<file path="src/rtl/song_sequencer_pkg.sv">
// Shared widths, ROM word layout and FSM encoding for the song sequencer and its note ROM.
package song_sequencer_pkg;

    localparam int unsigned NOTE_W = 6;
    localparam int unsigned DUR_W  = 6;
    localparam int unsigned IDX_W  = 5;
    localparam int unsigned SONG_W = 2;
    localparam int unsigned ADDR_W = SONG_W + IDX_W;
    localparam int unsigned ROM_W  = NOTE_W + DUR_W;

    localparam int unsigned NOTE_MSB = 11;
    localparam int unsigned NOTE_LSB = 6;
    localparam int unsigned DUR_MSB  = 5;
    localparam int unsigned DUR_LSB  = 0;

    localparam logic [DUR_W-1:0] TERM_DUR = '0;
    localparam logic [IDX_W-1:0] IDX_LAST = '1;

    typedef enum logic [2:0] {
        StIdle  = 3'd0,
        StFetch = 3'd1,
        StLatch = 3'd2,
        StEmit  = 3'd3,
        StWait  = 3'd4,
        StNext  = 3'd5,
        StDone  = 3'd6
    } state_e;

    function automatic logic is_terminator(input logic [ROM_W-1:0] word);
        return word[DUR_MSB:DUR_LSB] == TERM_DUR;
    endfunction

endpackage

</file>
<file path="src/rtl/song_sequencer_if.sv">
// Controller / note-player / ROM signals seen by the song sequencer.
interface song_sequencer_if;
    import song_sequencer_pkg::*;

    logic              play;
    logic              reset_player;
    logic [SONG_W-1:0] song;
    logic              note_done;
    logic [ADDR_W-1:0] rom_addr;
    logic [ROM_W-1:0]  rom_data;
    logic [NOTE_W-1:0] note;
    logic [DUR_W-1:0]  duration;
    logic              new_note;
    logic              song_done;

    modport master (
        output play, reset_player, song, note_done, rom_data,
        input  rom_addr, note, duration, new_note, song_done
    );

    modport slave (
        input  play, reset_player, song, note_done, rom_data,
        output rom_addr, note, duration, new_note, song_done
    );

endinterface

</file>
<file path="src/rtl/song_sequencer.sv">
// Walks the selected song's ROM entries, strobes each note to the note player and waits for
// note_done; pulses song_done at a terminator or after the last slot.
module song_sequencer
    import song_sequencer_pkg::*;
(
    input logic             clk,
    input logic             reset,
    song_sequencer_if.slave bus
);

    state_e            state_q, state_d;
    logic [IDX_W-1:0]  idx_q, idx_d;
    logic [NOTE_W-1:0] note_q, note_d;
    logic [DUR_W-1:0]  dur_q, dur_d;
    logic              new_note;
    logic              song_done;

    always_comb begin
        state_d   = state_q;
        idx_d     = idx_q;
        note_d    = note_q;
        dur_d     = dur_q;
        new_note  = 1'b0;
        song_done = 1'b0;

        case (state_q)
            StIdle: begin
                if (bus.play) begin
                    state_d = StFetch;
                end
            end
            StFetch: state_d = StLatch;
            StLatch: begin
                if (is_terminator(bus.rom_data)) begin
                    state_d = StDone;
                end else begin
                    note_d  = bus.rom_data[NOTE_MSB:NOTE_LSB];
                    dur_d   = bus.rom_data[DUR_MSB:DUR_LSB];
                    state_d = StEmit;
                end
            end
            // Strobe is gated by play so a pause during the fetch holds the note back.
            StEmit: begin
                if (bus.play) begin
                    new_note = 1'b1;
                    state_d  = StWait;
                end
            end
            StWait: begin
                if (bus.note_done) begin
                    state_d = StNext;
                end
            end
            StNext: begin
                if (idx_q == IDX_LAST) begin
                    state_d = StDone;
                end else begin
                    idx_d   = idx_q + IDX_W'(1);
                    state_d = StIdle;
                end
            end
            StDone: begin
                song_done = 1'b1;
                idx_d     = '0;
                state_d   = StIdle;
            end
            default: state_d = StIdle;
        endcase

        // Player restart overrides everything but leaves the last note on the outputs.
        if (bus.reset_player) begin
            state_d   = StIdle;
            idx_d     = '0;
            new_note  = 1'b0;
            song_done = 1'b0;
        end
    end

    always_ff @(posedge clk or posedge reset) begin
        if (reset) begin
            state_q <= StIdle;
            idx_q   <= '0;
            note_q  <= '0;
            dur_q   <= '0;
        end else begin
            state_q <= state_d;
            idx_q   <= idx_d;
            note_q  <= note_d;
            dur_q   <= dur_d;
        end
    end

    assign bus.rom_addr  = {bus.song, idx_q};
    assign bus.note      = note_q;
    assign bus.duration  = dur_q;
    assign bus.new_note  = new_note;
    assign bus.song_done = song_done;

endmodule

</file>
<file path="src/flat_wrapper.sv">
// flat-port wrapper written by rule: the top's interface ports become plain ports
module song_sequencer_flat import song_sequencer_pkg::*;
  (clk, reset, bus_play, bus_reset_player, bus_song, bus_note_done, bus_rom_data, bus_rom_addr, bus_note, bus_duration, bus_new_note, bus_song_done);
  song_sequencer_if bus_i ();
  input logic clk;
  input logic reset;
  input wire logic [$bits(bus_i.play)-1:0] bus_play;
  input wire logic [$bits(bus_i.reset_player)-1:0] bus_reset_player;
  input wire logic [$bits(bus_i.song)-1:0] bus_song;
  input wire logic [$bits(bus_i.note_done)-1:0] bus_note_done;
  input wire logic [$bits(bus_i.rom_data)-1:0] bus_rom_data;
  output wire logic [$bits(bus_i.rom_addr)-1:0] bus_rom_addr;
  output wire logic [$bits(bus_i.note)-1:0] bus_note;
  output wire logic [$bits(bus_i.duration)-1:0] bus_duration;
  output wire logic [$bits(bus_i.new_note)-1:0] bus_new_note;
  output wire logic [$bits(bus_i.song_done)-1:0] bus_song_done;
  assign bus_i.play = bus_play;
  assign bus_i.reset_player = bus_reset_player;
  assign bus_i.song = bus_song;
  assign bus_i.note_done = bus_note_done;
  assign bus_i.rom_data = bus_rom_data;
  assign bus_rom_addr = bus_i.rom_addr;
  assign bus_note = bus_i.note;
  assign bus_duration = bus_i.duration;
  assign bus_new_note = bus_i.new_note;
  assign bus_song_done = bus_i.song_done;
  song_sequencer u_core (.clk(clk), .reset(reset), .bus(bus_i));
endmodule
</file>
<file path="config.mk">
export PLATFORM = sky130hd
export DESIGN_NAME = song_sequencer_flat
export DESIGN_NICKNAME = d
export VERILOG_FILES = /design/src/rtl/song_sequencer_pkg.sv /design/src/rtl/song_sequencer_if.sv /design/src/rtl/song_sequencer.sv /design/src/flat_wrapper.sv
export SDC_FILE = /design/constraint.sdc
export NUM_CORES = 1
export LEC_CHECK = 0
export BUFFER_PORTS_ARGS = -buffer_cell sky130_fd_sc_hd__buf_2
export CORE_MARGIN = 8
export CORE_UTILIZATION = 30
export DETAILED_ROUTE_END_ITERATION = 10
export PLACE_DENSITY = 0.58
export SYNTH_ARGS = -nofsm -noshare
export SYNTH_HDL_FRONTEND = slang
export SYNTH_SLANG_ARGS = --single-unit
</file>
<file path="constraint.sdc">
create_clock -name clk -period 2.25 [get_ports clk]
set_clock_uncertainty 0.15 [all_clocks]
set_input_delay 0 -clock clk [delete_from_list [all_inputs] [get_ports clk]]
set_output_delay 0 -clock clk [all_outputs]
set_load 0.02 [all_outputs]
</file>
## Word-level counts from Yosys, hierarchy flattened

Index checks and enable logic that the tools add are counted.

| operators by class | value |
|---|---|
| $add $sub $neg | 1 |
| multipliers | 0 |
| divide/modulo/power cells | 0 |
| order comparisons | 0 |
| equal/unequal tests | 11 |
| shift-type cells | 0 |
| muxes and demuxes | 15 |
| bitwise logic cells | 1 |
| reduce and logical (&&, ||, !) cells | 6 |

Operators with widths:

| cell | number |
|---|---|
| $mux 3 | 6 |
| $pmux 3 s6 | 1 |
| $ne 3x3->1 const B | 4 |
| $mux 5 | 2 |
| $pmux 5 s2 | 1 |
| $eq 3x3->1 const B | 3 |
| $eq 3x2->1 const B | 2 |
| $logic_not 6->1 | 1 |
| $add 5x1->5 const B | 1 |
| $eq 5x5->1 const B | 1 |
| $mux 1 | 5 |
| $reduce_and 2->1 | 2 |
| $eq 3x1->1 const B | 1 |
| $logic_not 3->1 | 1 |
| $reduce_and 3->1 | 1 |
| $reduce_bool 3->1 | 1 |
| $not 1->1 | 1 |

| storage, ports and cells | value |
|---|---|
| register bits after elaboration | 20 |
| bits in latches | 0 |
| RAM bits | 0 |
| bits in read-only memories | 0 |
| input bits | 19 |
| output and inout bits | 21 |
| word-level logic and storage cells | 38 |
| memories kept | 0 |

## Depth between registers and ports, before layout

Gate-level depths: netlist (run 1).

| depth | value |
|---|---|
| depth after elaboration | 4 |
| gate-level depth with buffers | 6 |
| depth with buffers taken out | 6 |

## Worst setup path after synthesis (run 1)

No wires, ideal clock.

| path | value |
|---|---|
| path kind | reg-to-reg |
| start | reg u_core.idx_q[0] |
| end | reg u_core.idx_q[0] |
| setup time | 127 ps |
| arrival time | 1657 ps |
| required time | 1973 ps |
| path slack | 316 ps |
| stages on the path, launching flop included | 7 |
| buffers on the path | 0 |
| period minus slack after synthesis | 1934 ps |
| cells stage by stage | dfrtp_1 > ha_1 > and3_1 > ha_1 > nor3b_1 > o21a_1 > o21ai_0 |

| between the ends | value |
|---|---|
| longest elaborated chain between the ends | 4 |
| elaborated cells between the ends (all ways) | 7 |
| those cells by class | add/sub: 1; eq/ne: 2; mux: 3; reduce/logical: 1 |

RTL lines:

| item | RTL line | source |
|---|---|---|
| from (decl) | song_sequencer.sv:12 | `logic [IDX_W-1:0] idx_q, idx_d;` |
| from (signal assigned) | song_sequencer.sv:87 | `idx_q <= idx_d;` |
| $add 5x1->5 | song_sequencer.sv:58 | `idx_d = idx_q + IDX_W'(1);` |
| $mux 5 | song_sequencer.sv:55 | `if (idx_q == IDX_LAST) begin` |
| $pmux 5 s2 | song_sequencer.sv:26 | `case (state_q)` |
| $mux 5 | song_sequencer.sv:71 | `if (bus.reset_player) begin` |

Several ways; a longest one is shown, not always the timed one. The select of a mux whose other input is x is not followed.
A chain may end at the register's enable or synchronous reset.

## Worst setup path after layout (run 1)

Ends and elaborated chain as after synthesis.

==> flow_summary_export.csv, run 1 <==
group,metric,value,unit
placement,dp.cells,165,
placement,port_buffers,35,
floorplanning,fp.dieH,75.8,um
clock_tree,post_cts_buffers,0,
logic_synthesis,synth_top_area_share,46.7,%
floorplanning,die-width,75.8,um
logic_synthesis,yosys_warnings,0,
floorplanning,start_util,31.6,%
cells_and_area,seqCellArea,500,um2
power,power.switching,398,uW
cells_and_area,drive_gt1_share,40.4,%
detailed_routing,drt-wirelength-per-cell,13.5,um
logic_synthesis,async_flop_share,100,%
cells_and_area,utilization,44.3,%
clock_tree,cts-buffers-inserted,3,
logic_synthesis,synth_edf_count,0,
logic_synthesis,synth_area_leaders,"dfrtp_1 (47%), mux2_4 (14%), nand2b_1 (3.5%)",
sta,setup_viol,0,
grt,grt_start_max_net_pins,21,
power,pwr-share-clk,23.8,%
logic_synthesis,syn_avg_cell_area,11.9,um2
sta,finalWorstPathRequiredPeriod,2020,ps
logic_synthesis,netlist_area,0.00107,mm2
power,leakage,0.000721,uW
status,status,"finished clean",
cells_and_area,final_cell_mix,"buf_2 (35), dfrtp_1 (20), dlygate4sd3_1 (18), mux2_4 (10), nand2b_1 (6)",
critical_path,worst_setup_path_end_kind,"flop",
critical_path,cp-start-kind,"flop",
detailed_routing,drtPass1Iterations,4,
logic_synthesis,synth_flop_cell,"dfrtp_1",
clock_tree,cts_max_level,1,
power,switching_share,31.8,%
detailed_routing,route.vias.total,858,
power,p_comb_share,35.4,%
detailed_routing,drt_wl_total,2530,um
cells_and_area,num-fill-cells,321,
logic_synthesis,syn-num-nets,111,
floorplanning,rows,21,
sta,hold_viol,0,
sta,worst_pin_slew,756,ps
grt,grt_pass1_vias,922,
clock_tree,cts_buffer_depth,2,
detailed_routing,vias_per_cell,4.59,
sta,slew_viol_final,0,
detailed_routing,drt_iter0_drc,36,
clock_tree,cts_sinks,20,
cells_and_area,n_antenna_cell,0,
logic_synthesis,yosysTopAreaCell,"dfrtp_1",
clock_tree,cts.reportedPaths.clkPinSlew,120,ps
cells_and_area,fin_area,0.00150,mm2
floorplanning,core,0.00339,mm2
critical_path,r2r_setup_slack,230,ps
critical_path,critical_path.max_fanout,5,
power,p_seq_share,40.7,%
clock_tree,clockRootBuffer,"clkbuf_4",
grt,grt-ovfl-total,0,
cells_and_area,fin_cells,187,
cells_and_area,nets,163,
floorplanning,io_pins,40,
detailed_routing,drtAntennaViolNets,0,
placement,dp_hpwl,1810,um
grt,grt_antenna_before_repair,0,
cells_and_area,layout.cells.most_common,"buf_2",
sta,fmax,496,MHz
clock_tree,tritoncts,"built",
placement,placed_area,0.00127,mm2
logic_synthesis,ys_seq_elements,20,
floorplanning,die_area,0.00574,mm2
grt,grt_pass1_wl,4150,um
logic_synthesis,ys_types,37,
cells_and_area,area_delta_synth_final,40.0,%
detailed_routing,drc,0,
sta,finalSetupTns,0,ps
clock_tree,insertion_delay,300,ps
sta,relSlewSlack,49.5,%
critical_path,critical_path_arrival,2060,ps
hold_path,min_path_type,"input port to asynchronous set/reset pin",
logic_synthesis,syn_inst,90,
power,intPower,851,uW
critical_path,critPathKind,"flop to flop",
sta,holdWs,208,ps
critical_path,crit_required,2300,ps
logic_synthesis,synth_seq_area_share,46.7,%
sta,fin_crit_sh,89.6,%
cells_and_area,multiInputGateArea,509,um2
placement,place.gp.congestion,0.817,
sta,rsz0062_at_grt,"false",
power,vdd_ir_drop_max,0.000395,V
job,drv_cap,0,
power,powerDensity,832,mW/mm2
grt,grt_usage,9.58,%
## power by group through the flow
stage	combinational (uW)	sequential [uW]	clock, uW
detailed placement	417	515	0
global route	472	519	315
CTS	449	507	309
finish	443	509	298
floorplan	184	615	0
global placement	416	509	0
## cells by family after synthesis
| kind of cell | count (synthesis) | share of synthesized area, % |
|---|---|---|
| AOI/OAI and AO/OA | 14 | 9.69 |
| adders and majority gates | 2 | 2.33 |
| buffers and inverters | 12 | 5.83 |
| DFF | 20 | 46.7 |
| muxes | 13 | 17.0 |
| and+or+nand+nor | 29 | 18.4 |
## layout make-up
cell class / count / share of cell area [%]
well taps: 46 / 3.83
repair buffers: 54 / 24.2
flip-flops and latches: 20 / 33.3
clock inverters: 1 / 2.00
inverters: 5 / 1.25
multi-input cells: 58 / 33.9
clock buffers: 3 / 1.50
## final timing paths
kind | end | from | cells past startpoint
worst min register to register | u_core.bus.duration[4]$_DFFE_PP0P_ | u_core.bus.duration[4]$_DFFE_PP0P_ | 1
worst min-delay path | u_core.bus.note[5]$_DFFE_PP0P_ | reset | 3
worst max-delay path | u_core.idx_q[0]$_DFFE_PP0P_ | u_core.idx_q[0]$_DFFE_PP0P_ | 6
max in group asynchronous | u_core.bus.duration[3]$_DFFE_PP0P_ | reset | 3
min in group clk | u_core.bus.note[5]$_DFFE_PP0P_ | bus_rom_data[11] | 3
worst max register to register | u_core.idx_q[0]$_DFFE_PP0P_ | u_core.idx_q[0]$_DFFE_PP0P_ | 6
## critical path, stage by stage (launching register included)
cell and delay [ps]:
dfrtp_1 450, ha_1 240, and3_1 190, ha_1 210
nor3b_1 320, o21a_1 240, o21ai_0 100
## synthesized netlist by cell type, types with 2 or more instances
cell type,number
inv_1,5
o32ai_1,2
mux2_4,10
nor2_1,2
mux2_2,2
o21ai_0,4
nand3b_1,2
ha_1,2
dfrtp_1,20
nand2b_1,6
nor3b_1,2
nor3_1,2
buf_4,2
a31oi_1,2
clkbuf_1,2
nand3_1,4
## registers in the layout, summed over array words and instances, names as in the netlist
register	flops
u_core.bus.duration	6
u_core.bus.note	6
u_core.idx_q	5
u_core.state_q	3
## metrics by stage
| step | setup slack (ps) | total power (uW) |
|---|---|---|
| 2_1_floorplan | 316 | 800 |
| 3_3_place_gp | 313 | 924 |
| 3_5_place_dp | 249 | 932 |
| 4_1_cts | 234 | 1260 |
| 5_1_grt | 87.8 | 1310 |
| 6_report | 233 | 1250 |
## routing by layer
layer | vias up | GRT usage, % | wire length, um
li1 | 425 | - | -
met1 | 406 | 10.5 | 1040
met2 | 21 | 16.4 | 1300
met3 | 6 | 1.97 | 110
met4 | 0 | 5.97 | 70
met5 | - | 0 | 0
## repair_timing
item / in CTS / in global routing
hold endpoints to repair: 42 / 0
resized for setup: 0 / 0
hold buffers: 18 / 0
(Power assumes the default switching activity.)
==> inputs of run 2 (changes only) <==
--- a/config.mk
+++ b/config.mk
@@ -6,10 +6,12 @@
 export NUM_CORES = 1
 export LEC_CHECK = 0
 export BUFFER_PORTS_ARGS = -buffer_cell sky130_fd_sc_hd__buf_2
+export CORE_ASPECT_RATIO = 1.75
 export CORE_MARGIN = 8
 export CORE_UTILIZATION = 30
 export DETAILED_ROUTE_END_ITERATION = 10
 export PLACE_DENSITY = 0.58
+export SLEW_MARGIN = 25
 export SYNTH_ARGS = -nofsm -noshare
 export SYNTH_HDL_FRONTEND = slang
 export SYNTH_SLANG_ARGS = --single-unit
==> constraint.sdc (replaced) <==
create_clock -name clk -period 2.4 [get_ports clk]
set_clock_uncertainty 0.15 [all_clocks]
set_input_delay 0 -clock clk [delete_from_list [all_inputs] [get_ports clk]]
set_output_delay 0 -clock clk [all_outputs]
set_load 0.02 [all_outputs]
==> flow_summary_export.csv, run 2 (synthesized netlist as in run 1, its figures left out) <==
group,metric,value,unit
grt,grt_usage,8.76,%
critical_path,cp-start-kind,"flop",
placement,port_buffers,35,
critical_path,critical_path.max_fanout,5,
cells_and_area,final_cell_mix,"buf_2 (35), dfrtp_1 (20), dlygate4sd3_1 (18), mux2_4 (10), nand2b_1 (6)",
clock_tree,clockRootBuffer,"clkbuf_8",
critical_path,startpoint,"u_core.idx_q[0]$_DFFE_PP0P_",
floorplanning,core,0.00352,mm2
detailed_routing,drtAntennaViolNets,0,
sta,fmax,492,MHz
sta,finalSetupTns,0,ps
critical_path,endpoint,"u_core.idx_q[1]$_DFFE_PP0P_",
sta,worst_pin_slew,748,ps
floorplanning,die_area,0.00582,mm2
floorplanning,rows,29,
sta,fin_crit_sh,84.8,%
power,power.switching,361,uW
power,switching_share,31.7,%
floorplanning,fp.dieH,95.1,um
power,p_seq_share,41.9,%
critical_path,critical_path_arrival,2020,ps
sta,finalWorstPathRequiredPeriod,2030,ps
critical_path,r2r_setup_slack,370,ps
sta,hold_viol,0,
floorplanning,io_pins,40,
cells_and_area,n_antenna_cell,0,
grt,grt_antenna_before_repair,0,
clock_tree,cts.reportedPaths.clkPinSlew,70,ps
clock_tree,cts-buffers-inserted,3,
status,status,"finished clean",
grt,grt_pass1_wl,4020,um
detailed_routing,drt_iter0_drc,27,
critical_path,critPathKind,"flop to flop",
cells_and_area,num-fill-cells,345,
detailed_routing,drt-wirelength-per-cell,13.7,um
placement,place.gp.congestion,0.792,
grt,grt-ovfl-total,0,
power,vdd_ir_drop_max,0.000270,V
floorplanning,start_util,30.5,%
power,intPower,776,uW
sta,rsz0062_at_grt,"false",
detailed_routing,drt_wl_total,2560,um
clock_tree,cts_max_level,1,
grt,grt_pass1_vias,875,
detailed_routing,route.vias.total,890,
power,leakage,0.000722,uW
sta,relSlewSlack,50.1,%
sta,setup_viol,0,
cells_and_area,layout.cells.most_common,"buf_2",
power,pwr-share-clk,21.7,%
power,p_comb_share,36.3,%
critical_path,reg2reg_depth,6,
detailed_routing,vias_per_cell,4.76,
cells_and_area,nets,163,
floorplanning,die-width,61.2,um
detailed_routing,drc,0,
grt,grt_start_max_net_pins,21,
sta,slew_viol_final,0,
cells_and_area,fin_area,0.00150,mm2
critical_path,r2r-end,"u_core.idx_q[1]$_DFFE_PP0P_",
cells_and_area,area_delta_synth_final,40.3,%
clock_tree,tritoncts,"built",
power,powerDensity,756,mW/mm2
clock_tree,insertion_delay,250,ps
placement,dp_hpwl,1870,um
clock_tree,cts_buffer_depth,2,
placement,placed_area,0.00127,mm2
critical_path,worst_setup_path_end_kind,"flop",
cells_and_area,drive_gt1_share,40.4,%
hold_path,min_path_type,"input port to asynchronous set/reset pin",
critical_path,crit_required,2380,ps
critical_path,worstReg2RegStart,"u_core.idx_q[0]$_DFFE_PP0P_",
clock_tree,cts_sinks,20,
detailed_routing,drtPass1Iterations,4,
job,drv_cap,0,
run 2: timing repair:
item / 4_1_cts / 5_1_grt
endpoints found under the setup margin: 0 / 0
setup buffers: 0 / 0
hold buffers: 18 / 0
resized for setup: 0 / 0
hold endpoints to repair: 39 / 0
run 2: worst min path at each step:
stage | cells after the start | slack (ps) | from | endpoint
floorplan | 1 | -190 | reset | u_core.bus.duration[0]$_DFFE_PP0P_
global placement | 0 | -150 | bus_song[1] | bus_rom_addr[6]
finish | 3 | 270 | reset | u_core.bus.note[2]$_DFFE_PP0P_
CTS | 3 | 290 | reset | u_core.bus.note[2]$_DFFE_PP0P_
detailed placement | 0 | -150 | bus_song[1] | bus_rom_addr[6]
global route | 3 | 350 | reset | u_core.idx_q[1]$_DFFE_PP0P_
run 2: area by class of cell:
class / count / area [um2] / area share (%)
clock buffers: 4 / 55.1 / 3.66
inverters: 5 / 18.8 / 1.25
multi-input cells: 58 / 509 / 33.9
flip-flops and latches: 20 / 500 / 33.3
well taps: 46 / 57.6 / 3.83
repair buffers: 54 / 363 / 24.1
run 2: stage by stage:
step                      cells  util [%]  total power, uW  setup WS, ps  hold WS (ps)
after floorplan              90         -              750           466          -186
after global placement      165      36.0              868           458          -150
after detailed placement    165      36.0              871           367          -150
after CTS                   187      42.7             1150           352           292
after global routing        187      42.7             1200           170           347
final                       187      42.7             1140           366           274
run 2: worst max-delay path: stages (launching register included):
cell,delay [ps]
dfrtp_1,420
ha_1,240
and3_1,190
ha_1,210
nor3b_1,340
o21a_1,250
o21ai_0,110
run 2: power groups by stage:
| stage | clock, uW | sequential (uW) | combinational [uW] |
|---|---|---|---|
| final | 247 | 476 | 413 |
| after global routing | 270 | 487 | 440 |
| after CTS | 258 | 476 | 418 |
| after detailed placement | 0 | 481 | 390 |
| after global placement | 0 | 475 | 392 |
| after floorplan | 0 | 577 | 173 |
run 2: layer usage:
metal	GRT usage (%)	part of all wire, %	wire length (um)	vias to the layer above
met3	2.97	12	319	4
met4	2.35	0.63	16	0
met5	0	0	0	-
met1	10.7	40	1020	428
met2	14.0	47	1200	37
li1	-	-	-	421
